[config.mk]
export PLATFORM = sky130hd
export DESIGN_NAME = endian_swap_stage
export DESIGN_NICKNAME = d
export VERILOG_FILES = /design/src/rtl/endian_pkg.sv /design/src/rtl/lane_permute.sv /design/src/rtl/endian_swap_stage.sv
export SDC_FILE = /design/constraint.sdc
export NUM_CORES = 1
export LEC_CHECK = 0
export ABC_AREA = 0
export CORE_UTILIZATION = 62
export DETAILED_ROUTE_END_ITERATION = 7
export DONT_BUFFER_PORTS = 1
export GPL_ROUTABILITY_DRIVEN = 0
export PLACE_DENSITY_LB_ADDON = 0.08
export SLEW_MARGIN = 10
export SYNTH_ARGS = -nofsm -noshare
export SYNTH_HDL_FRONTEND = slang
export SYNTH_SLANG_ARGS = --single-unit
[constraint.sdc]
create_clock -name clk -period 6.3 [get_ports clk]
set_input_delay 0.63 -clock clk [delete_from_list [all_inputs] [get_ports clk]]
set_output_delay 0.63 -clock clk [all_outputs]
set_load 0.02 [all_outputs]
[src/rtl/endian_pkg.sv]
// rtl/endian_pkg.sv - shared constants for the endian swap stage
// Contents: permutation mode encodings and output queue depth.
package endian_pkg;

    localparam logic [1:0] MODE_PASS      = 2'b00;
    localparam logic [1:0] MODE_LANE_REV  = 2'b01;
    localparam logic [1:0] MODE_HALF_SWAP = 2'b10;
    localparam logic [1:0] MODE_BIT_REV   = 2'b11;

    localparam int QUEUE_DEPTH = 2;

endpackage

[src/rtl/lane_permute.sv]
// rtl/lane_permute.sv - combinational word permutation (pass, lane reverse, half swap, bit reverse)
// Ports:
//   mode  in  2       permutation select (endian_pkg MODE_*)
//   din   in  DATA_W  input word
//   dout  out DATA_W  permuted word
module lane_permute
    import endian_pkg::*;
#(
    parameter int DATA_W = 32,
    parameter int LANE_W = 8
) (
    input  logic [1:0]        mode,
    input  logic [DATA_W-1:0] din,
    output logic [DATA_W-1:0] dout
);

    localparam int N_LANES = DATA_W / LANE_W;
    localparam int HALF_W  = DATA_W / 2;

    logic [DATA_W-1:0] lane_rev;
    logic [DATA_W-1:0] half_swap;
    logic [DATA_W-1:0] bit_rev;

    genvar k;
    genvar i;

    generate
        for (k = 0; k < N_LANES; k++) begin : g_lane
            assign lane_rev[k*LANE_W +: LANE_W] = din[(N_LANES-1-k)*LANE_W +: LANE_W];
        end
        for (i = 0; i < DATA_W; i++) begin : g_bit
            assign bit_rev[i] = din[DATA_W-1-i];
        end
    endgenerate

    assign half_swap = {din[HALF_W-1:0], din[DATA_W-1:HALF_W]};

    always_comb begin
        dout = din;
        case (mode)
            MODE_PASS:      dout = din;
            MODE_LANE_REV:  dout = lane_rev;
            MODE_HALF_SWAP: dout = half_swap;
            MODE_BIT_REV:   dout = bit_rev;
            default:        dout = din;
        endcase
    end

endmodule

[src/rtl/endian_swap_stage.sv]
// rtl/endian_swap_stage.sv - streaming lane-permutation stage with a 2-entry registered output queue
// Ports:
//   clk, reset (async, active-high)
//   in_valid/in_ready/in_mode/in_data      input beat handshake
//   out_valid/out_ready/out_data/out_mode  output beat handshake
//   swap_count [31:0]                      only when ENDIAN_SWAP_STAT_EN is defined
module endian_swap_stage
    import endian_pkg::*;
#(
    parameter int DATA_W = 32,
    parameter int LANE_W = 8
) (
    input  logic              clk,
    input  logic              reset,
    input  logic              in_valid,
    output logic              in_ready,
    input  logic [1:0]        in_mode,
    input  logic [DATA_W-1:0] in_data,
    output logic              out_valid,
    input  logic              out_ready,
    output logic [DATA_W-1:0] out_data,
    output logic [1:0]        out_mode
`ifdef ENDIAN_SWAP_STAT_EN
    ,
    output logic [31:0]       swap_count
`endif
);

    generate
        if (DATA_W % (2 * LANE_W) != 0) begin : g_cfg_error
            $error("endian_swap_stage: DATA_W must be a multiple of 2*LANE_W");
        end
    endgenerate

    logic [DATA_W-1:0] perm_data;
    logic [DATA_W-1:0] mem_data [QUEUE_DEPTH];
    logic [1:0]        mem_mode [QUEUE_DEPTH];
    logic [1:0]        count;
    logic              wr_ptr;
    logic              rd_ptr;
    logic              push;
    logic              pop;

    lane_permute #(
        .DATA_W (DATA_W),
        .LANE_W (LANE_W)
    ) u_permute (
        .mode (in_mode),
        .din  (in_data),
        .dout (perm_data)
    );

    // Both handshakes decode from the registered count only, so in_ready
    // never depends combinationally on out_ready.
    assign in_ready  = (count != 2'(QUEUE_DEPTH));
    assign out_valid = (count != 2'd0);
    assign out_data  = mem_data[rd_ptr];
    assign out_mode  = mem_mode[rd_ptr];

    assign push = in_valid && in_ready;
    assign pop  = out_valid && out_ready;

    always_ff @(posedge clk or posedge reset) begin
        if (reset) begin
            count       <= 2'd0;
            wr_ptr      <= 1'b0;
            rd_ptr      <= 1'b0;
            mem_data[0] <= '0;
            mem_data[1] <= '0;
            mem_mode[0] <= 2'b00;
            mem_mode[1] <= 2'b00;
        end else begin
            if (push) begin
                mem_data[wr_ptr] <= perm_data;
                mem_mode[wr_ptr] <= in_mode;
                wr_ptr           <= ~wr_ptr;
            end
            if (pop) begin
                rd_ptr <= ~rd_ptr;
            end
            case ({push, pop})
                2'b10:   count <= count + 2'd1;
                2'b01:   count <= count - 2'd1;
                default: count <= count;
            endcase
        end
    end

`ifdef ENDIAN_SWAP_STAT_EN
    always_ff @(posedge clk or posedge reset) begin
        if (reset) begin
            swap_count <= 32'd0;
        end else if (push && (in_mode != MODE_PASS)) begin
            swap_count <= swap_count + 32'd1;
        end
    end
`endif

endmodule
# After elaboration in Yosys (flattened, before gate mapping)
# Cells that the tools add are included.
dict set report op_classes {
  n_addsub 2
  order_cmp 3
  eq_ne 6
  mux 14
  bitwise 4
  n_reduce_logical 6
}
# operator count
set ops {}
lappend ops {{$mux 32} 4}
lappend ops {{$pmux 32 s4} 1}
lappend ops {{$bwmux 64} 1}
lappend ops {{$demux 32 s1} 1}
lappend ops {{$mux 2} 4}
lappend ops {{$eq 2x2->1 const B} 3}
lappend ops {{$bwmux 4} 1}
lappend ops {{$eq 2x1->1 const B} 2}
lappend ops {{$ge 2x2->1 const B} 2}
lappend ops {{$not 1->2} 2}
lappend ops {{$pmux 2 s2} 1}
lappend ops {{$reduce_bool 2->1} 2}
lappend ops {{$logic_and 1x1->1} 3}
lappend ops {{$add 2x1->2 const B} 1}
lappend ops {{$demux 2 s1} 1}
lappend ops {{$logic_not 2->1} 1}
lappend ops {{$lt 2x1->1 const B} 1}
lappend ops {{$ne 2x2->1 const B} 1}
lappend ops {{$not 1->1} 2}
lappend ops {{$sub 2x1->2 const B} 1}
dict set report word_totals {
  reg_bits 72
  inputBits 38
  wordCells 42
}

# Depth between registers and ports, before layout
# Gate-level depths: netlist of the first run.
dict set report logic_depth {
  ltp_word 6
  ltp_mapped 6
  ltp_nobuf 6
}

# By module
# A second synthesis of the first run with hierarchy kept.
dict set report unflattened {
  hier_cells 239
  area_unflattened_um2 4129.0
}
# module instances cells_each area_per_inst_um2
set modules_own_cells {}
lappend modules_own_cells {endian_swap_stage 1 199 3293.2}
lappend modules_own_cells {lane_permute 1 40 835.8}

# Least setup slack after synthesis of the first run
# Ideal clock, no wire load.
dict set report synth_timing {
  path_kind {reg2out}
  startpoint {register rd_ptr}
  endpoint {output port out_data[23]}
  t_arrival_ns 1.208
  required_ns 5.670
  setup_slack_ns 4.462
  path_stages_with_launch 4
  n_path_buf 2
  path_cell_list {dfrtp_1 -> clkbuf_1 -> buf_2 -> mux2_2}
}
dict set report synth_between {
  elab_chain_len 4
}
# item line_no
set synth_rtl {}
lappend synth_rtl {{from (decl)} endian_swap_stage.sv:40} ;# logic rd_ptr;
lappend synth_rtl {{from (signal assigned)} endian_swap_stage.sv:79} ;# rd_ptr <= ~rd_ptr;
lappend synth_rtl {{$not 1->2 (not written as such)} endian_swap_stage.sv:57} ;# assign out_data = mem_data[rd_ptr];
lappend synth_rtl {{$mux 32 (not written as such) (3 in series)} endian_swap_stage.sv:57}
lappend synth_rtl {{to (decl)} endian_swap_stage.sv:21} ;# output logic [DATA_W-1:0] out_data,
# Every way passes these cells. The select of a mux whose other input is x is not followed.

# Worst setup path after layout of the first run
dict set report layout_timing {
  startpoint {register rd_ptr}
  endpoint {output port out_data[9]}
}
# Same word-level chain as after synthesis.

==> out/results.ini, run 1 <==
[cells_and_area]
fin_area_sq_um=4220
antenna_cells=0
areaGrowthSynthToFinish_pct=3.66
multi_input_comb_area_sq_um=2090
final_layout_size_suffix_gt1_share_pct=58.4
regArea_sq_um=1800
fin_nets=272
nFillCells=437

[grt]
met2_usage_pct=38.5
grt_max_degree=73
use_met1_pct=32.7
grt_use_met3_pct=7.26
grt_pass1_wl_um=12700
grt.total_usage_pct=24.4
busiest_layer=met2
first_global_vias=2287
grt-ovfl-total=0
grt_antenna_before_repair=0

[setup_path]
critical_path_class=flip-flop to primary output
worstPathRequired_ns=5.67
reg2reg_from=count[0]$_DFFE_PP0P_
critPathMaxFanout=19
arrival_ns=1.99
cpPeakStageDelay_ns=0.80
critPathSlowestCell=dfrtp_1
end_kind=primary output
startpoint=rd_ptr$_DFFE_PP0P_
worst-path-buf-inv=1
cp-start-kind=flip-flop
worstPathCellList=buf_4, mux2_2
cp_top_family=flip-flops

[place]
numPortBuffers=0
dpl.hpwl_um=5270
placed_area_sq_um=4010

[die]
boundaryPins=74
initial_core_util_pct=64.0
dieArea_sq_um=6890
fp.dieW_um=83.0
num_rows=29
core_sq_um=6350
die_h_um=83.0

[yosys]
ys_ff_latch=72
synth_edf_count=0
yosys_warnings=0
synth_area_sq_um=4070
yosysSeqAreaShare_pct=44.3
synth_ff_type=dfrtp_1
yosysUniqueCellTypes=22
synth_nets=278
synth_cells=239
synthTopCellsByArea=dfrtp_1 (44%), mux2_2 (20%), mux4_2 (12%)
synth_top_area_share_pct=44.3
synth.avg_cell_area_sq_um=17.0
yosysMostFrequentCell=mux2_2
synth_commonest_cells=mux2_2 (74), dfrtp_1 (72), mux4_2 (22), mux2_4 (20), mux4_1 (10)
synth.largest_area_cell=dfrtp_1
async_flop_share_pct=100

[sta]
fin_crit_sh_pct=41.6
tns_ns=0
fin_skew_ns=0.00289
worst_slew_margin_rel_pct=27.8
worst_slew_pin_slew_ns=1.08
setup_viol=0
report.final.slew_viol_count=0
hold_violations=0
max_freq_mhz=382
grt_setup_unrepaired=false
whs_ns=0.434
min_period_ns=2.62

[pwr]
p_per_area_nw_per_um2=530
total_power_mw=2.23
leakagePower_nw=1.74
ir_worst_vdd_mv=0.321

[clock_network]
tritoncts=done
clkLatencyLatePin_ns=0.33
cts_resized=0
cts_hold_buf=0
root_buffer=clkbuf_8
cts_made_buffers=9
clk_pin_slew_ns=0.07
postCtsSetupBuffers=0
ctsLongestPathBuffers=2
htree_levels=3
cts_sinks=72

[detailed_routing]
route.detailed.drc=0
routedWlPerCell_um=24.8
num_vias=2135
routed_wl_um=7810
firstDrtPassIters=4
ant_nets=0
drt-initial-drc-count=80
avgViaCountPerCell=6.78

[flow_run]
drv_cap=0

[min_path]
hp-class=input port to asynchronous set/reset pin

[outcome]
status=finished clean

## placed cells by master (no fill, tap or decap), drive strengths merged, types with 2 or more instances in the layout
cell type	Yosys	final
clkinvlp	0	2
xor2	2	2
xnor2	3	3
dfrtp	72	72
mux2	102	102
clkinv	0	2
mux4	32	32
clkbuf	1	11
buf	18	2
## layer usage
| metal | vias to the layer above | wire length (um) |
|---|---|---|
| li1 | 914 | - |
| met1 | 1135 | 3260 |
| met2 | 78 | 3850 |
| met3 | 8 | 592 |
| met4 | 0 | 104 |
| met5 | - | 0 |
## through the flow
stage | util, % | instances | worst slack [ns]
4_1_cts | 66.4 | 315 | 3.66
5_1_grt | 66.4 | 315 | 3.59
3_5_place_dp | 63.1 | 299 | 4.04
2_1_floorplan | - | 239 | 3.85
6_report | 66.4 | 315 | 3.68
3_3_place_gp | 63.1 | 299 | 4.08
## cell families after synthesis
family	count (synthesis)	share of synthesized area (%)
xor gates and xnor gates	5	1.08
muxes	134	48.7
buffers and inverters	20	4.28
DFF	72	44.3
and+or+nand+nor	7	1.29
adders and majority gates	1	0.308
## flip-flops by register name (all words and copies together), names as in the netlist
name / flops
wr_ptr: 1
mem_mode: 4
count: 2
mem_data: 64
rd_ptr: 1
## path summary, 6_finish.rpt
| kind | end | slack, ns | depth (start not counted) |
|---|---|---|---|
| hold / removal | mem_data[26]$_DFFE_PP0P_ | 0.43 | 2 |
| hold reg to reg | mem_data[53]$_DFFE_PP0P_ | 0.49 | 1 |
| max in group asynchronous | mem_data[42]$_DFFE_PP0P_ | 5.28 | 2 |
| setup reg to reg | mem_data[61]$_DFFE_PP0P_ | 4.18 | 3 |
| min in group clk | mem_mode[2]$_DFFE_PP0P_ | 0.44 | 1 |
| setup / recovery | out_data[9] | 3.68 | 2 |
## final cells by class
class                   instances  share of cell area [%]
clock inverters                 5                    1.31
multi-input cells             147                    49.6
well taps                      77                    2.29
clock buffers                  11                    3.59
repair buffers                  2                   0.356
flip-flops and latches         72                    42.7
inverters                       1                  0.0890
## power by group
part | switching (mW) | leakage (nW) | internal [mW]
clock network | 0.168 | 0.101 | 0.203
logic | 0.506 | 0.790 | 0.506
registers | 0.148 | 0.847 | 0.703
Note: power is estimated with default switching activity, not from simulation.
==> run 2: changes to the inputs <==
--- a/config.mk
+++ b/config.mk
@@ -6,7 +6,7 @@
 export NUM_CORES = 1
 export LEC_CHECK = 0
 export ABC_AREA = 0
-export CORE_UTILIZATION = 62
+export CORE_UTILIZATION = 58
 export DETAILED_ROUTE_END_ITERATION = 7
 export DONT_BUFFER_PORTS = 1
 export GPL_ROUTABILITY_DRIVEN = 0
==> constraint.sdc (replaced) <==
create_clock -name clk -period 2.3 [get_ports clk]
set_input_delay 0.23 -clock clk [delete_from_list [all_inputs] [get_ports clk]]
set_output_delay 0.23 -clock clk [all_outputs]
set_load 0.02 [all_outputs]
==> run 2 against run 1 <==
Against the previous run:
- routed wire length about the same
- clock power up 130%
- global-route usage shrank 0.53 points
- clock skew increased by 0.0061 ns
- utilization shrank 3.8 points
- clock-buffer cell count shrank 1
- power grew to 2.7 times the previous value
- sequential power increased to 2.7 times the previous value
==> out/results.ini, run 2 (synthesized netlist as in run 1, its figures left out) <==
[pwr]
total_power_mw=6.02  ; +170%
p_int_mw=3.75  ; +170%
p_clk_share_pct=14.1  ; -2.5 points
p_comb_share_pct=47.5  ; +2.2 points
power.switching_mw=2.27  ; +180%
ir_worst_vdd_mv=0.916  ; +190%
swShare_pct=37.7  ; +0.84 points
pwr-share-seq_pct=38.3  ; +0.2 points
p_per_area_nw_per_um2=1410  ; +170%
leakagePower_nw=1.75  ; +0.51%

[die]
boundaryPins=74  ; unchanged
fp.dieW_um=85.7  ; +3.3%
core_sq_um=6790  ; +7.0%
dieArea_sq_um=7350  ; +6.7%
num_rows=30  ; +3.4%
die_h_um=85.7  ; +3.3%
initial_core_util_pct=59.9  ; -4.2 points

[cells_and_area]
regMostFlops=mem_data
final_cell_count_no_fill=335  ; +6.3%
final_common_cell=mux2_2
final_cell_mix=mux2_2 (74), dfrtp_1 (72), mux4_2 (22)
final_layout_size_suffix_gt1_share_pct=58.2  ; -0.24 points
multi_input_comb_area_sq_um=2090  ; unchanged
areaGrowthSynthToFinish_pct=4.65
nFillCells=499  ; +14%
largest_reg_flops=64  ; unchanged
regArea_sq_um=1800  ; unchanged
top_regs=mem_data (64), mem_mode (4), count (2)
antenna_cells=0  ; unchanged
fin_nets=275  ; +1.1%

[sta]
max_freq_mhz=511
worst_slew_pin_slew_ns=0.653  ; -0.431 ns
fin_skew_ns=0.00898  ; +0.00608 ns
tns_ns=0  ; unchanged
min_period_ns=1.96
worst_slack_ns=0.343  ; -3.34 ns
fin_crit_sh_pct=85.1
setup_viol=0  ; unchanged
worst_slew_margin_rel_pct=56.4  ; +29 points
grt_setup_unrepaired=false
hold_violations=0  ; unchanged
report.final.slew_viol_count=0  ; unchanged

[clock_network]
clkLatencyLatePin_ns=0.33  ; about the same
htree_levels=3  ; unchanged
cts_sinks=72  ; unchanged
cts_made_buffers=9  ; unchanged
root_buffer=clkbuf_8
cts_resized=0  ; unchanged
postCtsSetupBuffers=0  ; unchanged
clk_pin_slew_ns=0.07  ; about the same
tritoncts=done
ctsLongestPathBuffers=2  ; unchanged

[setup_path]
startpoint=rd_ptr$_DFFE_PP0P_
worstPathRequired_ns=2.07  ; -3.60 ns
cp-start-kind=flip-flop
cpPeakStageDelay_ns=0.68  ; -0.12 ns
worstPathCellList=buf_12, mux2_2
critPathSlowestCell=dfrtp_1
arrival_ns=1.73  ; -0.26 ns
critPathMaxFanout=26  ; +7
critical_path_class=flip-flop to primary output
end_kind=primary output
reg2reg_from=count[0]$_DFFE_PP0P_

[place]
numPortBuffers=0  ; unchanged
dpl.hpwl_um=5450  ; +3.4%
dp.cells=320  ; +7.0%
dpl_worst_slack_ns=0.500  ; -3.54 ns

[detailed_routing]
avgViaCountPerCell=6.40  ; -5.6%
num_vias=2143  ; +0.37%
routed_wl_um=7810  ; about the same
route.detailed.drc=0  ; unchanged
routedWlPerCell_um=23.3  ; -6.0%
route.met2.wl_um=3840  ; -0.21%
firstDrtPassIters=4  ; unchanged
ant_nets=0  ; unchanged
topRoutingLayerUsed=met4
drt-initial-drc-count=96  ; +20%
met1_length_um=3280  ; +0.52%
wl_met3_um=590  ; -0.34%

[grt]
first_global_vias=2351  ; +2.8%
grt_max_degree=44  ; -40%
grt-ovfl-total=0  ; unchanged
grt_antenna_before_repair=0  ; unchanged
grt.total_usage_pct=23.8  ; -0.53 points
grt_pass1_wl_um=12800  ; +0.93%

[min_path]
hp-class=input port to flip-flop
min-delay-start=in_mode[0]

[flow_run]
drv_cap=0  ; unchanged

[outcome]
status=finished clean

==> run 2: critical path: cells and delay by family (launching register included) <==
| family | cells | cell delay, ns |
|---|---|---|
| mux | 1 | 0.44 |
| buf+inv | 1 | 0.27 |
| flops | 1 | 0.68 |
==> run 2: worst paths after layout <==
kind,endpoint,slack [ns],cells after the start
max in group asynchronous,mem_data[20]$_DFFE_PP0P_,1.20,3
setup reg to reg,mem_data[63]$_DFFE_PP0P_,0.50,4
hold reg to reg,mem_mode[3]$_DFFE_PP0P_,0.49,1
min in group asynchronous,mem_data[29]$_DFFE_PP0P_,0.44,2
setup / recovery,out_data[2],0.34,2
hold / removal,mem_mode[2]$_DFFE_PP0P_,0.05,1
==> run 2: repair_timing <==
item,CTS,global route
hold buffers,1,0
hold endpoints to repair,29,0
setup endpoints to repair,0,0
==> run 2: cell type report <==
cell class	instances	area share (%)
Tap cell	96	2.82
Inverter	1	0.0882
Clock buffer	10	3.23
Timing Repair Buffer	5	1.82
Clock inverter	4	0.529
Sequential cell	72	42.3
Multi-Input combinational cell	147	49.2
==> run 2: per-stage QoR <==
| stage | utilization, % | instance area, sq um | hold WS, ns |
|---|---|---|---|
| floorplan | - | 4070 | 0.405 |
| global placement | 60.1 | 4090 | 0.216 |
| detailed placement | 60.1 | 4090 | 0.236 |
| CTS | 62.6 | 4260 | 0.0218 |
| global route | 62.6 | 4260 | 0.0356 |
| finish | 62.6 | 4260 | 0.0452 |
==> run 2: per-layer routing <==
layer  global-route usage (%)  up-vias
li1                         -      918
met1                     31.3     1151
met2                     37.8       69
met3                     6.74        5
met4                     9.55        0
met5                        0        -
==> run 2: power by group through the flow <==
stage / sequential [mW] / clock, mW / combinational [mW]
floorplan: 2.16 / 0 / 2.61
detailed placement: 2.32 / 0 / 2.89
global placement: 2.27 / 0 / 2.84
finish: 2.31 / 0.850 / 2.86
CTS: 2.31 / 0.877 / 2.91
global route: 2.40 / 0.935 / 3.03
==> run 3: changes to the inputs <==
--- a/config.mk
+++ b/config.mk
@@ -6,12 +6,13 @@
 export NUM_CORES = 1
 export LEC_CHECK = 0
 export ABC_AREA = 0
-export CORE_UTILIZATION = 58
+export BUFFER_PORTS_ARGS = -buffer_cell sky130_fd_sc_hd__buf_2
+export CORE_UTILIZATION = 51
 export DETAILED_ROUTE_END_ITERATION = 7
-export DONT_BUFFER_PORTS = 1
 export GPL_ROUTABILITY_DRIVEN = 0
 export PLACE_DENSITY_LB_ADDON = 0.08
 export SLEW_MARGIN = 10
 export SYNTH_ARGS = -nofsm -noshare
 export SYNTH_HDL_FRONTEND = slang
+export SYNTH_HIERARCHICAL = 1
 export SYNTH_SLANG_ARGS = --single-unit
==> run 3 against run 2 <==
Against the previous run:
- register-to-register slack gained 0.11 ns
- power grew 12%
- sequential share of layout area shrank 4.0 points
- clock-buffer cell count grew 2
- global-route usage shrank 2.0 points
- critical path type unchanged
- critical endpoint is now out_data[28]
- largest cell class unchanged
- highest routed layer unchanged
==> out/results.ini, run 3 <==
[sta]
max_freq_mhz=525  ; +2.6%
fin_crit_sh_pct=82.9  ; -2.2 points
min_period_ns=1.91  ; -0.0505 ns
grt_setup_unrepaired=false
worst_slew_margin_rel_pct=63.1  ; +6.6 points
fin_skew_ns=0.0101  ; +0.00111 ns
worst_slack_ns=0.393  ; +0.0505 ns
setup_viol=0  ; unchanged
hold_violations=0  ; unchanged
tns_ns=0  ; unchanged
report.final.slew_viol_count=0  ; unchanged
worst_slew_pin_slew_ns=0.554  ; -0.0986 ns

[cells_and_area]
largest_reg_flops=64  ; unchanged
areaGrowthSynthToFinish_pct=13.9
fin_nets=351  ; +28%
multi_input_comb_area_sq_um=2120  ; +1.3%
regArea_sq_um=1800  ; unchanged
post-route-util_pct=60.6  ; -2.1 points
final_layout_size_suffix_gt1_share_pct=71.2  ; +13 points
top_regs=mem_data (64), mem_mode (4), count (2)
fin_area_sq_um=4700  ; +11%
final_common_cell=buf_2
final_cell_mix=buf_2 (73), dfrtp_1 (72), mux2_2 (69)
nFillCells=623  ; +25%
regMostFlops=mem_data
antenna_cells=0  ; unchanged

[die]
die_h_um=92.0  ; +7.3%
dieArea_sq_um=8460  ; +15%
core_sq_um=7770  ; +14%
boundaryPins=74  ; unchanged
num_rows=32  ; +6.7%
fp.dieW_um=92.0  ; +7.3%
initial_core_util_pct=53.2  ; -6.7 points

[pwr]
leakagePower_nw=2.08  ; +19%
p_per_area_nw_per_um2=1430  ; +1.1%
p_int_mw=4.26  ; +14%
p_comb_share_pct=51.8  ; +4.3 points
p_clk_share_pct=14.7  ; +0.6 points
ir_worst_vdd_mv=0.748  ; -18%
power.switching_mw=2.47  ; +8.8%
pwr-share-seq_pct=33.6  ; -4.7 points
swShare_pct=36.7  ; -1.0 points

[detailed_routing]
routedWlPerCell_um=20.3  ; -13%
routed_wl_um=8500  ; +8.9%
avgViaCountPerCell=5.84  ; -8.6%
ant_nets=0  ; unchanged
drt-initial-drc-count=64  ; -33%
firstDrtPassIters=4  ; unchanged
route.detailed.drc=0  ; unchanged
num_vias=2443  ; +14%

[yosys]
synth.avg_cell_area_sq_um=17.3  ; +1.5%
synth_nets=278  ; unchanged
synth_commonest_cells=dfrtp_1 (72), mux2_2 (69), mux2_4 (30), mux4_2 (28), buf_2 (6)
synth_area_sq_um=4130  ; +1.5%
synth.largest_area_cell=dfrtp_1
synth_cells=239  ; unchanged
yosys_warnings=6  ; +6
synthTopCellsByArea=dfrtp_1 (44%), mux2_2 (19%), mux4_2 (15%)
async_flop_share_pct=100  ; unchanged
synth_ff_type=dfrtp_1
synth_edf_count=0  ; unchanged
synth_top_area_share_pct=43.6  ; -0.67 points
yosysMostFrequentCell=dfrtp_1
yosysUniqueCellTypes=22  ; unchanged
yosysSeqAreaShare_pct=43.6  ; -0.67 points
ys_ff_latch=72  ; unchanged

[clock_network]
htree_levels=3  ; unchanged
cts_resized=0  ; unchanged
ctsLongestPathBuffers=2  ; unchanged
cts_made_buffers=9  ; unchanged
tritoncts=done
clk_pin_slew_ns=0.08  ; about the same
clkLatencyLatePin_ns=0.35  ; +0.02 ns
root_buffer=clkbuf_8
cts_sinks=72  ; unchanged
postCtsSetupBuffers=0  ; unchanged

[flow_run]
drv_cap=0  ; unchanged

[place]
dpl.hpwl_um=5840  ; +7.1%
dpl_worst_slack_ns=0.536  ; +0.0352 ns
numPortBuffers=73  ; +73
placed_area_sq_um=4510  ; +10%

[grt]
grt.total_usage_pct=21.9  ; -2.0 points
grt_max_degree=35  ; -20%
grt-ovfl-total=0  ; unchanged
first_global_vias=2569  ; +9.3%
grt_pass1_wl_um=13800  ; +7.7%
grt_antenna_before_repair=0  ; unchanged

[setup_path]
arrival_ns=1.68  ; -0.05 ns
reg2reg_from=count[0]$_DFFE_PP0P_
r2r-end=mem_data[0]$_DFFE_PP0P_
end_kind=primary output
cpPeakStageDelay_ns=0.43  ; -0.25 ns
cp-start-kind=flip-flop
critPathSlowestCell=mux2_2
critical_path_class=flip-flop to primary output
r2r_slack_ns=0.61  ; +0.11 ns
critPathMaxFanout=25  ; -3.8%
worstPathRequired_ns=2.07  ; about the same
worstPathCellList=buf_4, mux2_2, buf_2
reg2reg_depth=4  ; unchanged

[outcome]
status=finished clean

[min_path]
hold_path_end=wr_ptr$_DFFE_PP0N_
hold_depth=3  ; +2
hp-class=input port to flip-flop
min-delay-start=in_valid

[run 3: cell count changes in the layout (fill, tap and decap cells not counted), sizes merged]
| cell | before | now |
|---|---|---|
| bufinv | 0 | 1 |
| clkinv | 3 | 1 |
| nand3 | 1 | 0 |
| nand3b | 0 | 1 |
| buf | 4 | 80 |
| and3b | 1 | 0 |
| and3 | 0 | 1 |
| clkbuf | 10 | 12 |
[run 3: area by class of cell]
| type | instances | area share [%] |
|---|---|---|
| Clock buffer | 12 | 3.09 |
| Clock inverter | 3 | 0.904 |
| Inverter | 1 | 0.0798 |
| Multi-Input combinational cell | 147 | 45.0 |
| Sequential cell | 72 | 38.3 |
| Tap cell | 102 | 2.71 |
| Timing Repair Buffer | 81 | 9.89 |
[run 3: cells by family (layout without fill, tap and decap cells)]
logic type / Yosys count / in the layout / share of synthesized area (%)
XOR/XNOR: 5 / 5 / 1.06
adder cells (fa/ha/maj): 1 / 1 / 0.303
buffers and inverters: 20 / 97 / 5.06
flip-flops: 72 / 72 / 43.6
multiplexers: 134 / 134 / 48.4
AND/OR/NAND/NOR: 7 / 7 / 1.58
[run 3: how the worst max path moves through the flow]
stage,start,to,depth (start not counted)
2_1_floorplan,reset,count[0]$_DFFE_PP0P_,1
3_3_place_gp,in_mode[0],mem_data[0]$_DFFE_PP0P_,4
3_5_place_dp,in_mode[0],mem_data[0]$_DFFE_PP0P_,4
4_1_cts,rd_ptr$_DFFE_PP0P_,out_data[28],3
5_1_grt,rd_ptr$_DFFE_PP0P_,out_data[28],3
6_report,rd_ptr$_DFFE_PP0P_,out_data[28],3
[run 3: what timing repair did]
item,4_1_cts,5_1_grt
endpoints found under the setup margin,0,0
hold buffers,1,0
endpoints found under the hold margin,20,0
[run 3: per-stage QoR]
stage                     std cells  hold slack, ns  power, mW
after CTS                       418           0.196       6.82
after global placement          402           0.287       5.73
after floorplan                 239           0.362       4.93
final                           418           0.211       6.73
after detailed placement        402           0.283       5.80
after global routing            418           0.197       7.12
[run 3: worst max-delay path, delay by kind of cell, from the launching register on]
family | cells | cell delay, ns
buffers and inverters | 2 | 0.52
flip-flops | 1 | 0.36
multiplexers | 1 | 0.43
[run 3: power by group through the flow]
| stage | Clock, mW | Combinational [mW] | Sequential [mW] |
|---|---|---|---|
| 2_1_floorplan | 0 | 2.76 | 2.17 |
| 3_3_place_gp | 0 | 3.47 | 2.26 |
| 3_5_place_dp | 0 | 3.52 | 2.28 |
| 4_1_cts | 1.02 | 3.54 | 2.26 |
| 5_1_grt | 1.08 | 3.71 | 2.34 |
| 6_report | 0.985 | 3.48 | 2.26 |
[run 3: layer usage]
layer / vias up / global-route usage [%] / part of all wire (%) / wire (um)
li1: 1063 / - / - / -
met1: 1279 / 30.5 / 45 / 3860
met2: 87 / 33.9 / 48 / 4110
met3: 14 / 6.14 / 5.2 / 439
met4: 0 / 5.47 / 1.1 / 94
met5: - / 0 / 0 / 0
